`config.mk`:
```
export PLATFORM = sky130hd
export DESIGN_NAME = tm1638_bus_arbiter
export DESIGN_NICKNAME = d
export VERILOG_FILES = /design/src/rtl/tm1638_pkg.sv /design/src/rtl/tm1638_rr_arbiter.sv /design/src/rtl/tm1638_bus_arbiter.sv
export SDC_FILE = /design/constraint.sdc
export NUM_CORES = 1
export LEC_CHECK = 0
export CAP_MARGIN = 30
export CORE_ASPECT_RATIO = 0.75
export CORE_MARGIN = 2
export CORE_UTILIZATION = 36
export CTS_CLUSTER_DIAMETER = 120
export DETAILED_ROUTE_END_ITERATION = 6
export HOLD_SLACK_MARGIN = 0.06
export PLACE_DENSITY = 0.66
export SLEW_MARGIN = 10
export SYNTH_ARGS = -nofsm -noshare
export SYNTH_HDL_FRONTEND = slang
export SYNTH_SLANG_ARGS = --single-unit
export TNS_END_PERCENT = 1
```
`constraint.sdc`:
```
create_clock -name clk -period 3.29 [get_ports clk]
set_input_delay 0.329 -clock clk [delete_from_list [all_inputs] [get_ports clk]]
set_output_delay 0.329 -clock clk [all_outputs]
set_load 0.02 [all_outputs]
```
`src/rtl/tm1638_pkg.sv`:
```
// Shared types and constants for the TM1638 bus arbiter and its round-robin grant logic.
package tm1638_pkg;

    typedef enum logic [2:0] {
        S_IDLE,
        S_GAP,
        S_STB,
        S_CMD,
        S_DATA,
        S_WAIT,
        S_END
    } state_t;

    localparam int unsigned BYTE_W  = 8;
    localparam int unsigned LEN_W   = 5;
    localparam int unsigned MAX_LEN = 16;

    localparam logic [BYTE_W-1:0] CMD_READ_KEYS  = 8'h42;
    localparam logic [BYTE_W-1:0] CMD_WRITE_DISP = 8'h40;
    localparam logic [BYTE_W-1:0] CMD_ADDR0      = 8'hC0;
    localparam logic [BYTE_W-1:0] CMD_DISP_ON    = 8'h8F;

endpackage

```
`src/rtl/tm1638_rr_arbiter.sv`:
```
// Combinational round-robin picker: first active request at or after pointer, wrapping.
module tm1638_rr_arbiter #(
    parameter int unsigned n_req = 3
) (
    input  logic [n_req-1:0]         req,
    input  logic [$clog2(n_req)-1:0] pointer,
    output logic [n_req-1:0]         grant
);
    localparam int unsigned IDX_W = $clog2(n_req);

    int unsigned idx;
    logic        found;

    always_comb begin
        grant = '0;
        found = 1'b0;
        idx   = 0;
        for (int unsigned i = 0; i < n_req; i++) begin
            idx = 32'(pointer) + i;
            if (idx >= n_req) idx = idx - n_req;
            if (!found && req[IDX_W'(idx)]) begin
                grant[IDX_W'(idx)] = 1'b1;
                found              = 1'b1;
            end
        end
    end

endmodule

```
`src/rtl/tm1638_bus_arbiter.sv`:
```
// Shares one TM1638 byte engine among n_req frame requesters with round-robin grants.
// Defining TM1638_ARB_WDOG_EN builds a per-byte watchdog that aborts stuck frames.
module tm1638_bus_arbiter
    import tm1638_pkg::*;
#(
    parameter int unsigned clk_mhz     = 27,
    parameter int unsigned n_req       = 3,
    parameter int unsigned wdog_cycles = 1024
) (
    input  logic                           clk,
    input  logic                           rst,
    input  logic [n_req-1:0]               req,
    input  logic [n_req-1:0][BYTE_W-1:0]   req_cmd,
    input  logic [n_req-1:0][LEN_W-1:0]    req_len,
    input  logic [n_req-1:0]               req_rd,
    input  logic [n_req-1:0][BYTE_W-1:0]   wr_data,
    output logic [n_req-1:0]               gnt,
    output logic                           wr_take,
    output logic [BYTE_W-1:0]              rd_data,
    output logic                           rd_valid,
    output logic                           done,
    output logic                           err,
    output logic                           sio_latch,
    output logic [BYTE_W-1:0]              sio_din,
    output logic                           sio_rw,
    input  logic                           sio_busy,
    input  logic [BYTE_W-1:0]              sio_dout,
    output logic                           sio_stb
);
    localparam int unsigned IDX_W   = $clog2(n_req);
    localparam int unsigned GAP_CYC = clk_mhz + 1;
    localparam int unsigned GAP_W   = $clog2(GAP_CYC + 1);

    if (n_req < 2 || n_req > 8 || wdog_cycles < 2) begin : g_bad_cfg
        $error("tm1638_bus_arbiter: n_req must be 2..8 and wdog_cycles at least 2");
    end

    state_t             state;
    logic [IDX_W-1:0]   ptr;
    logic [IDX_W-1:0]   gidx;
    logic [BYTE_W-1:0]  cmd_q;
    logic [LEN_W-1:0]   len_q;
    logic [LEN_W-1:0]   cnt;
    logic               rd_q;
    logic               busy_seen;
    logic [GAP_W-1:0]   gap_cnt;

    logic [n_req-1:0]   grant_c;
    logic [IDX_W-1:0]   grant_idx_c;
    logic [IDX_W-1:0]   next_ptr_c;
    logic [LEN_W-1:0]   len_sel_c;

    tm1638_rr_arbiter #(.n_req(n_req)) u_rr (
        .req     (req),
        .pointer (ptr),
        .grant   (grant_c)
    );

    // Winner index, pointer advance and length clamp so the byte counter never overruns.
    always_comb begin
        grant_idx_c = '0;
        for (int unsigned i = 0; i < n_req; i++) begin
            if (grant_c[IDX_W'(i)]) grant_idx_c = IDX_W'(i);
        end
        next_ptr_c = (grant_idx_c == IDX_W'(n_req - 1)) ? '0 : grant_idx_c + IDX_W'(1);
        len_sel_c  = req_len[grant_idx_c];
        if (len_sel_c > LEN_W'(MAX_LEN)) len_sel_c = LEN_W'(MAX_LEN);
    end

`ifdef TM1638_ARB_WDOG_EN
    localparam int unsigned WDOG_W = $clog2(wdog_cycles);
    logic [WDOG_W-1:0] wdog_cnt;
    logic              err_q;
    assign err = err_q;
`else
    assign err = 1'b0;
`endif

    always_ff @(posedge clk) begin
        if (rst) begin
            state     <= S_IDLE;
            ptr       <= '0;
            gidx      <= '0;
            cmd_q     <= '0;
            len_q     <= '0;
            cnt       <= '0;
            rd_q      <= 1'b0;
            busy_seen <= 1'b0;
            gap_cnt   <= GAP_W'(GAP_CYC);
            gnt       <= '0;
            wr_take   <= 1'b0;
            rd_data   <= '0;
            rd_valid  <= 1'b0;
            done      <= 1'b0;
            sio_latch <= 1'b0;
            sio_din   <= '0;
            sio_rw    <= 1'b1;
            sio_stb   <= 1'b1;
`ifdef TM1638_ARB_WDOG_EN
            wdog_cnt  <= '0;
            err_q     <= 1'b0;
`endif
        end else begin
            sio_latch <= 1'b0;
            wr_take   <= 1'b0;
            rd_valid  <= 1'b0;
            done      <= 1'b0;
`ifdef TM1638_ARB_WDOG_EN
            err_q     <= 1'b0;
`endif
            // Gap timer runs freely; END reloads it when STB returns high.
            if (gap_cnt != '0) gap_cnt <= gap_cnt - GAP_W'(1);

            case (state)
                S_IDLE: begin
                    if (|req) begin
                        gnt   <= grant_c;
                        gidx  <= grant_idx_c;
                        ptr   <= next_ptr_c;
                        cmd_q <= req_cmd[grant_idx_c];
                        len_q <= len_sel_c;
                        rd_q  <= req_rd[grant_idx_c];
                        cnt   <= '0;
                        state <= S_GAP;
                    end
                end
                S_GAP: begin
                    if (gap_cnt == '0) state <= S_STB;
                end
                S_STB: begin
                    sio_stb <= 1'b0;
                    sio_rw  <= 1'b1;
                    state   <= S_CMD;
                end
                S_CMD: begin
                    sio_latch <= 1'b1;
                    sio_din   <= cmd_q;
                    sio_rw    <= 1'b1;
                    busy_seen <= 1'b0;
`ifdef TM1638_ARB_WDOG_EN
                    wdog_cnt  <= '0;
`endif
                    state     <= S_WAIT;
                end
                S_DATA: begin
                    sio_latch <= 1'b1;
                    sio_din   <= rd_q ? '0 : wr_data[gidx];
                    sio_rw    <= ~rd_q;
                    wr_take   <= ~rd_q;
                    cnt       <= cnt + LEN_W'(1);
                    busy_seen <= 1'b0;
`ifdef TM1638_ARB_WDOG_EN
                    wdog_cnt  <= '0;
`endif
                    state     <= S_WAIT;
                end
                S_WAIT: begin
                    if (sio_busy) begin
                        busy_seen <= 1'b1;
                    end else if (busy_seen) begin
                        if (rd_q && cnt != '0) begin
                            rd_data  <= sio_dout;
                            rd_valid <= 1'b1;
                        end
                        state <= (cnt == len_q) ? S_END : S_DATA;
                    end
`ifdef TM1638_ARB_WDOG_EN
                    // Timeout overrides any exit this cycle: close the frame like END, minus done.
                    wdog_cnt <= wdog_cnt + WDOG_W'(1);
                    if (wdog_cnt == WDOG_W'(wdog_cycles - 1)) begin
                        sio_stb <= 1'b1;
                        sio_rw  <= 1'b1;
                        err_q   <= 1'b1;
                        gnt     <= '0;
                        gap_cnt <= GAP_W'(GAP_CYC);
                        state   <= S_IDLE;
                    end
`endif
                end
                S_END: begin
                    sio_stb <= 1'b1;
                    sio_rw  <= 1'b1;
                    done    <= 1'b1;
                    gnt     <= '0;
                    gap_cnt <= GAP_W'(GAP_CYC);
                    state   <= S_IDLE;
                end
                default: state <= S_IDLE;
            endcase
        end
    end

endmodule

```
==> flow_summary.json, run 1 <==
{
  "status": "completed",
  "finalWirelength_um": 8621,
  "seq_area_sq_um": 1121,
  "setup_slack_ns": 0.7042,
  "fin_crit_ns": 2.586,
  "hpwlAfterDp_um": 6470,
  "ys_seq_elements": 56,
  "final_max_slew_viol_count": 0,
  "numCtsBuffers": 5,
  "maxSlewHeadroom_pct": 50.47,
  "post_cts_resized": 0,
  "die_y_um": 84.73,
  "first_iter_violations": 189,
  "max_clock_freq_mhz": 386.7,
  "cts_hold_buf": 0,
  "finish.net_count": 541,
  "syn_area_per_cell_sq_um": 8.546,
  "synth_cell_types": 59,
  "synth_top_area_cell": "dfxtp_1",
  "syn_inst": 366,
  "fillCellCount": 810,
  "cellPowerDensity_nw_per_um2": 396.8,
  "area.growth.synth_to_final_pct": 39.68,
  "htree_num_levels": 2,
  "worst_path_most_repeated_cell": "mux2i_1",
  "place_ws_ns": 0.6205,
  "vias": 2942,
  "grt_usage_pct": 18.36,
  "cts_root_buf": "clkbuf_16",
  "grt_max_degree": 34,
  "synth_edf_count": 0,
  "hold_path.class": "reg -> reg",
  "cts_setup_buffers": 0,
  "grt_remaining_overflow": 0,
  "final_area_sq_um": 4369,
  "critPathLaunch": "ptr[0]$_SDFFE_PP0P_",
  "drtPass1Iterations": 4,
  "row_count": 29,
  "drc_errors": 0,
  "crit_buf_inv": 1,
  "maxCapViolCount": 0,
  "final_cells": 562,
  "yosysSeqAreaShare_pct": 35.84,
  "setup_viol": 0,
  "dieArea_sq_um": 9458,
  "hp-start": "sio_stb$_SDFFE_PP1P_",
  "postSynth.asyncResetShare_pct": 0,
  "clk_pin_slew_ns": 0.07,
  "postRouteAntennaNets": 0,
  "antenna_found_initial": 0,
  "fp.dieW_um": 111.6,
  "gp_congestion": 0.8759,
  "gr-usage-met2_pct": 29.86,
  "syn-num-nets": 453,
  "drive_gt1_share_pct": 5.947,
  "placed_cells": 555,
  "io_pins": 106,
  "crit_required_ns": 3.48,
  "portBuffers": 104,
  "period_share_pct": 78.60,
  "cp_slowest_cell": "ha_1",
  "final_cell_mix": "clkdlybuf4s50_1, dfxtp_1, nor2_1",
  "grt_pass1_wl_um": 14330,
  "grt_pass1_vias": 2939,
  "yosysWarnings": 0,
  "fin_tns_setup_ns": 0,
  "cp_cell_sequence": "inv_1, ha_1, mux2i_1, mux2i_1, a211oi_4, mux2_1, mux2_4, o41ai_2",
  "grt_use_met3_pct": 5.054,
  "top_usage_layer": "met2",
  "diodes": 0,
  "layout_commonest_cell": "clkdlybuf4s50_1",
  "crit_family": "multiplexers",
  "crit_path_end_kind": "flop",
  "ys.flop_type": "dfxtp_1",
  "clock-skew-final_ns": 0.003800,
  "cts_tree": "built",
  "crit_fanout": 8,
  "initial_core_util_pct": 37.00,
  "core_sq_um": 8454,
  "peakVddDrop_mv": 0.2319,
  "vias_per_cell": 5.235,
  "crit_type": "reg -> reg",
  "synth.cell_area_sq_um": 3128,
  "leakagePower_nw": 1.532,
  "r2r_start": "ptr[0]$_SDFFE_PP0P_",
  "tightest_slew_ns": 0.7389,
  "placed_area_sq_um": 4217,
  "clock_path_buffers": 2,
  "rsz0062_at_grt": "no",
  "clk_latency_ns": 0.29,
  "critPathLaunchType": "flop",
  "synth_area_leaders": "dfxtp_1, mux2i_1, nor2_1, a211oi_1, nand3b_1",
  "yosys.area.top_type_share_pct": 35.84,
  "cts_sinks": 56,
  "hold_violations": 0,
  "post_drt_wl_per_cell_um": 15.34,
  "worstPathArrival_ns": 2.77,
  "grt_util_met1_pct": 24.98,
  "multi_input_area_sq_um": 1841,
  "critPathMaxStageDelay_ns": 0.36
}
==> worst min-delay path, delay by kind of cell (launching register included) <==
family           cells  cell delay [ns]
DFF                  1             0.31
and+or+nand+nor      2             0.09
==> cell families (layout without fill, tap and decap cells) <==
logic type               after synthesis  after routing  share of synthesized area [%]
multiplexers                          23             23                          7.640
XOR/XNOR                               8              8                          2.240
other                                  1              1                         0.1199
AND/OR/NAND/NOR                      138            138                          23.24
AO/OA/AOI/OAI                         95             95                          22.56
adder cells (fa/ha/maj)                7              7                          2.800
flip-flops                            56             56                          35.84
buffers and inverters                 38            126                          5.560
==> per-stage QoR <==
step | power [W] | utilization, % | hold WS [ns]
4_1_cts | 0.001750 | 51.68 | 0.4537
6_report | 0.001734 | 51.68 | 0.4467
5_1_grt | 0.001830 | 51.68 | 0.4940
3_3_place_gp | 0.001191 | 49.87 | 0.4402
2_1_floorplan | 0.001030 | - | 0.4311
3_5_place_dp | 0.001196 | 49.87 | 0.4428
==> area by class of cell <==
class | instances | area share [%]
flip-flops and latches | 56 | 25.66
well taps | 108 | 3.093
clock buffers | 7 | 3.494
repair buffers | 110 | 24.86
multi-input cells | 272 | 42.12
inverters | 9 | 0.7732
==> sequential cells by signal (all words and copies together) (netlist names), 2 cells and up <==
register,cells
cmd_q,8
rd_data,8
sio_din,8
cnt,5
gap_cnt,5
len_q,5
gnt,3
state,3
gidx,2
==> synthesized netlist by cell type, types with 2 or more instances <==
cell type,instances
a211oi_1,23
a21o_1,2
a21oi_1,11
a221oi_1,2
a22oi_1,8
a311oi_1,2
a31oi_1,3
buf_2,10
buf_6,2
clkbuf_1,16
dfxtp_1,56
ha_1,7
inv_1,8
mux2_2,2
mux2i_1,19
nand2_1,28
nand2b_1,6
nand3_1,5
nand3b_1,17
nor2_1,48
nor2b_1,15
nor3_1,4
nor3b_1,2
o2111ai_1,2
o21ai_0,15
o22ai_1,2
o31a_1,2
o31ai_1,9
o41ai_2,4
xnor2_1,7
==> power breakdown <==
part / internal [W] / total, W / switching [W] / leakage (nW)
Sequential: 0.000716 / 0.000751 / 0.0000356 / 0.456
Clock: 0.000320 / 0.000552 / 0.000232 / 0.0760
Combinational: 0.000221 / 0.000431 / 0.000210 / 1.00
Total: 0.00126 / 0.00173 / 0.000478 / 1.53
==> metal layers <==
metal	part of all wire, %	vias to the layer above
li1	-	1496
met1	49	1336
met2	43	103
met3	7.4	7
met4	0.81	0
met5	0	-
==> path summary, 6_finish.rpt <==
path         slack [ns]               endpoint  cells after the start
min                0.45   sio_stb$_SDFFE_PP1P_                      2
max reg2reg        0.70  len_q[2]$_SDFFE_PP0P_                      8
min reg2reg        0.45   sio_stb$_SDFFE_PP1P_                      2
max                0.70  len_q[2]$_SDFFE_PP0P_                      8
No activity file was read; power rests on OpenSTA's default activity.
==> run 2, diff against run 1 <==
clock period = 2.6 ns   (was 3.29 ns; I/O delays follow)
==> flow_summary.json, run 2 (synthesis gave the netlist of run 1 again) <==
{
  "finalWirelength_um": 8569,
  "seq_area_sq_um": 1121,
  "maxCapViolCount": 0,
  "clk_pin_slew_ns": 0.07,
  "grt_remaining_overflow": 0,
  "area.growth.synth_to_final_pct": 43.60,
  "tightest_slew_ns": 0.6198,
  "fp.dieW_um": 111.6,
  "post_drt_wl_per_cell_um": 14.95,
  "post-route-util_pct": 53.13,
  "drive_gt1_share_pct": 9.032,
  "cellPowerDensity_nw_per_um2": 518.5,
  "layout_commonest_cell": "clkdlybuf4s50_1",
  "antenna_found_initial": 0,
  "crit_fanout": 8,
  "clk_latency_ns": 0.29,
  "top_regs": "cmd_q (8), rd_data (8), sio_din (8)",
  "grt_max_degree": 37,
  "vias_per_cell": 5.218,
  "drc_errors": 0,
  "cp_slowest_cell": "mux2i_2",
  "final_cells": 573,
  "grt_pass1_wl_um": 14300,
  "worst_hold_slack_ns": 0.4511,
  "crit_required_ns": 2.80,
  "period_share_pct": 95.02,
  "setup_slack_ns": 0.1294,
  "vias": 2990,
  "drtPass1Iterations": 4,
  "crit_path_end_kind": "flop",
  "worstPathArrival_ns": 2.67,
  "final_max_slew_viol_count": 0,
  "dieArea_sq_um": 9458,
  "hpwlAfterDp_um": 6470,
  "fin_crit_ns": 2.471,
  "critPathMaxStageDelay_ns": 0.35,
  "leakagePower_nw": 1.597,
  "max_clock_freq_mhz": 404.8,
  "final_cell_mix": "clkdlybuf4s50_1, dfxtp_1, nor2_1",
  "clock-skew-final_ns": 0.008294,
  "diodes": 0,
  "row_count": 29,
  "htree_num_levels": 2,
  "finish.net_count": 551,
  "worst_path_most_repeated_cell": "mux2i_2",
  "clock_path_buffers": 2,
  "cts_sinks": 56,
  "status": "completed",
  "gp_congestion": 0.8938,
  "fillCellCount": 789,
  "cts_root_buf": "clkbuf_16",
  "peakVddDrop_mv": 0.2617,
  "placed_cells": 565,
  "multi_input_area_sq_um": 1851,
  "cts_tree": "built",
  "crit_type": "reg -> reg",
  "io_pins": 106,
  "postRouteAntennaNets": 0,
  "maxSlewHeadroom_pct": 58.68,
  "initial_core_util_pct": 37.00,
  "die_y_um": 84.73,
  "numCtsBuffers": 5,
  "cp_cell_sequence": "inv_1, ha_2, mux2i_2, mux2i_2, a211oi_4, mux2_1, mux2_4, o41ai_2",
  "grt_usage_pct": 18.16,
  "rsz0062_at_grt": "no",
  "portBuffers": 104,
  "place_ws_ns": 0.03765,
  "grt_pass1_vias": 2908,
  "fin_tns_setup_ns": 0,
  "hold_violations": 0,
  "core_sq_um": 8454,
  "first_iter_violations": 211,
  "hold_path.class": "reg -> reg",
  "critPathLaunchType": "flop",
  "setup_viol": 0
}
==> run 2: cell types whose count changed in the layout (fill, tap and decap cells not counted) <==
cell	change
buf_4	+9
clkdlybuf4s50_1	-1
ha_2	+1
bufinv_16	+1
mux2i_2	+2
ha_1	-1
mux2i_1	-2
buf_12	+1
buf_2	+1
==> run 2: metal layers <==
metal | track usage, % | share of wire, % | routed length [um]
met5 | 0 | 0 | 0
met4 | 2.469 | 0 | 0
met3 | 4.621 | 7.6 | 652
met2 | 27.82 | 43 | 3713
met1 | 26.47 | 49 | 4203
==> run 2: report_power, final <==
part	switching, W	leakage, nW	internal (W)
Clock	0.000296	0.0901	0.000507
Combinational	0.000278	1.05	0.000299
Sequential	0.0000433	0.456	0.000905
==> run 2: worst max-delay path, delay by kind of cell (launching register included) <==
kind / cells / cell delay (ns)
buffers and inverters: 1 / 0.09
DFF: 1 / 0.34
muxes: 4 / 1.29
AOI/OAI and AO/OA: 2 / 0.36
adders and majority gates: 1 / 0.29
==> run 2: layout make-up <==
| class | count | area share, % |
|---|---|---|
| flip-flops and latches | 56 | 24.96 |
| repair buffers | 120 | 26.02 |
| clock buffers | 7 | 3.398 |
| inverters | 9 | 0.7521 |
| clock inverters | 1 | 0.6685 |
| multi-input cells | 272 | 41.20 |
| well taps | 108 | 3.008 |
==> run 2: worst paths after layout <==
| check | endpoint | startpoint | slack [ns] | cells after the start |
|---|---|---|---|---|
| max | len_q[1]$_SDFFE_PP0P_ | ptr[0]$_SDFFE_PP0P_ | 0.13 | 8 |
| max reg2reg | len_q[1]$_SDFFE_PP0P_ | ptr[0]$_SDFFE_PP0P_ | 0.13 | 8 |
| min | sio_stb$_SDFFE_PP1P_ | sio_stb$_SDFFE_PP1P_ | 0.45 | 2 |
| min reg2reg | sio_stb$_SDFFE_PP1P_ | sio_stb$_SDFFE_PP1P_ | 0.45 | 2 |
==> run 2: per-stage QoR <==
| step | power [W] | area (sq um) |
|---|---|---|
| 2_1_floorplan | 0.001304 | 3129 |
| 3_3_place_gp | 0.001529 | 4299 |
| 3_5_place_dp | 0.001536 | 4299 |
| 4_1_cts | 0.002351 | 4482 |
| 5_1_grt | 0.002448 | 4492 |
| 6_report | 0.002329 | 4492 |
==> run 2: timing repair <==
item,in CTS,in global routing
endpoints found under the hold margin,0,0
endpoints found under the setup margin,0,9
resized for setup,0,3
hold buffers,0,0
buffers inserted,0,0
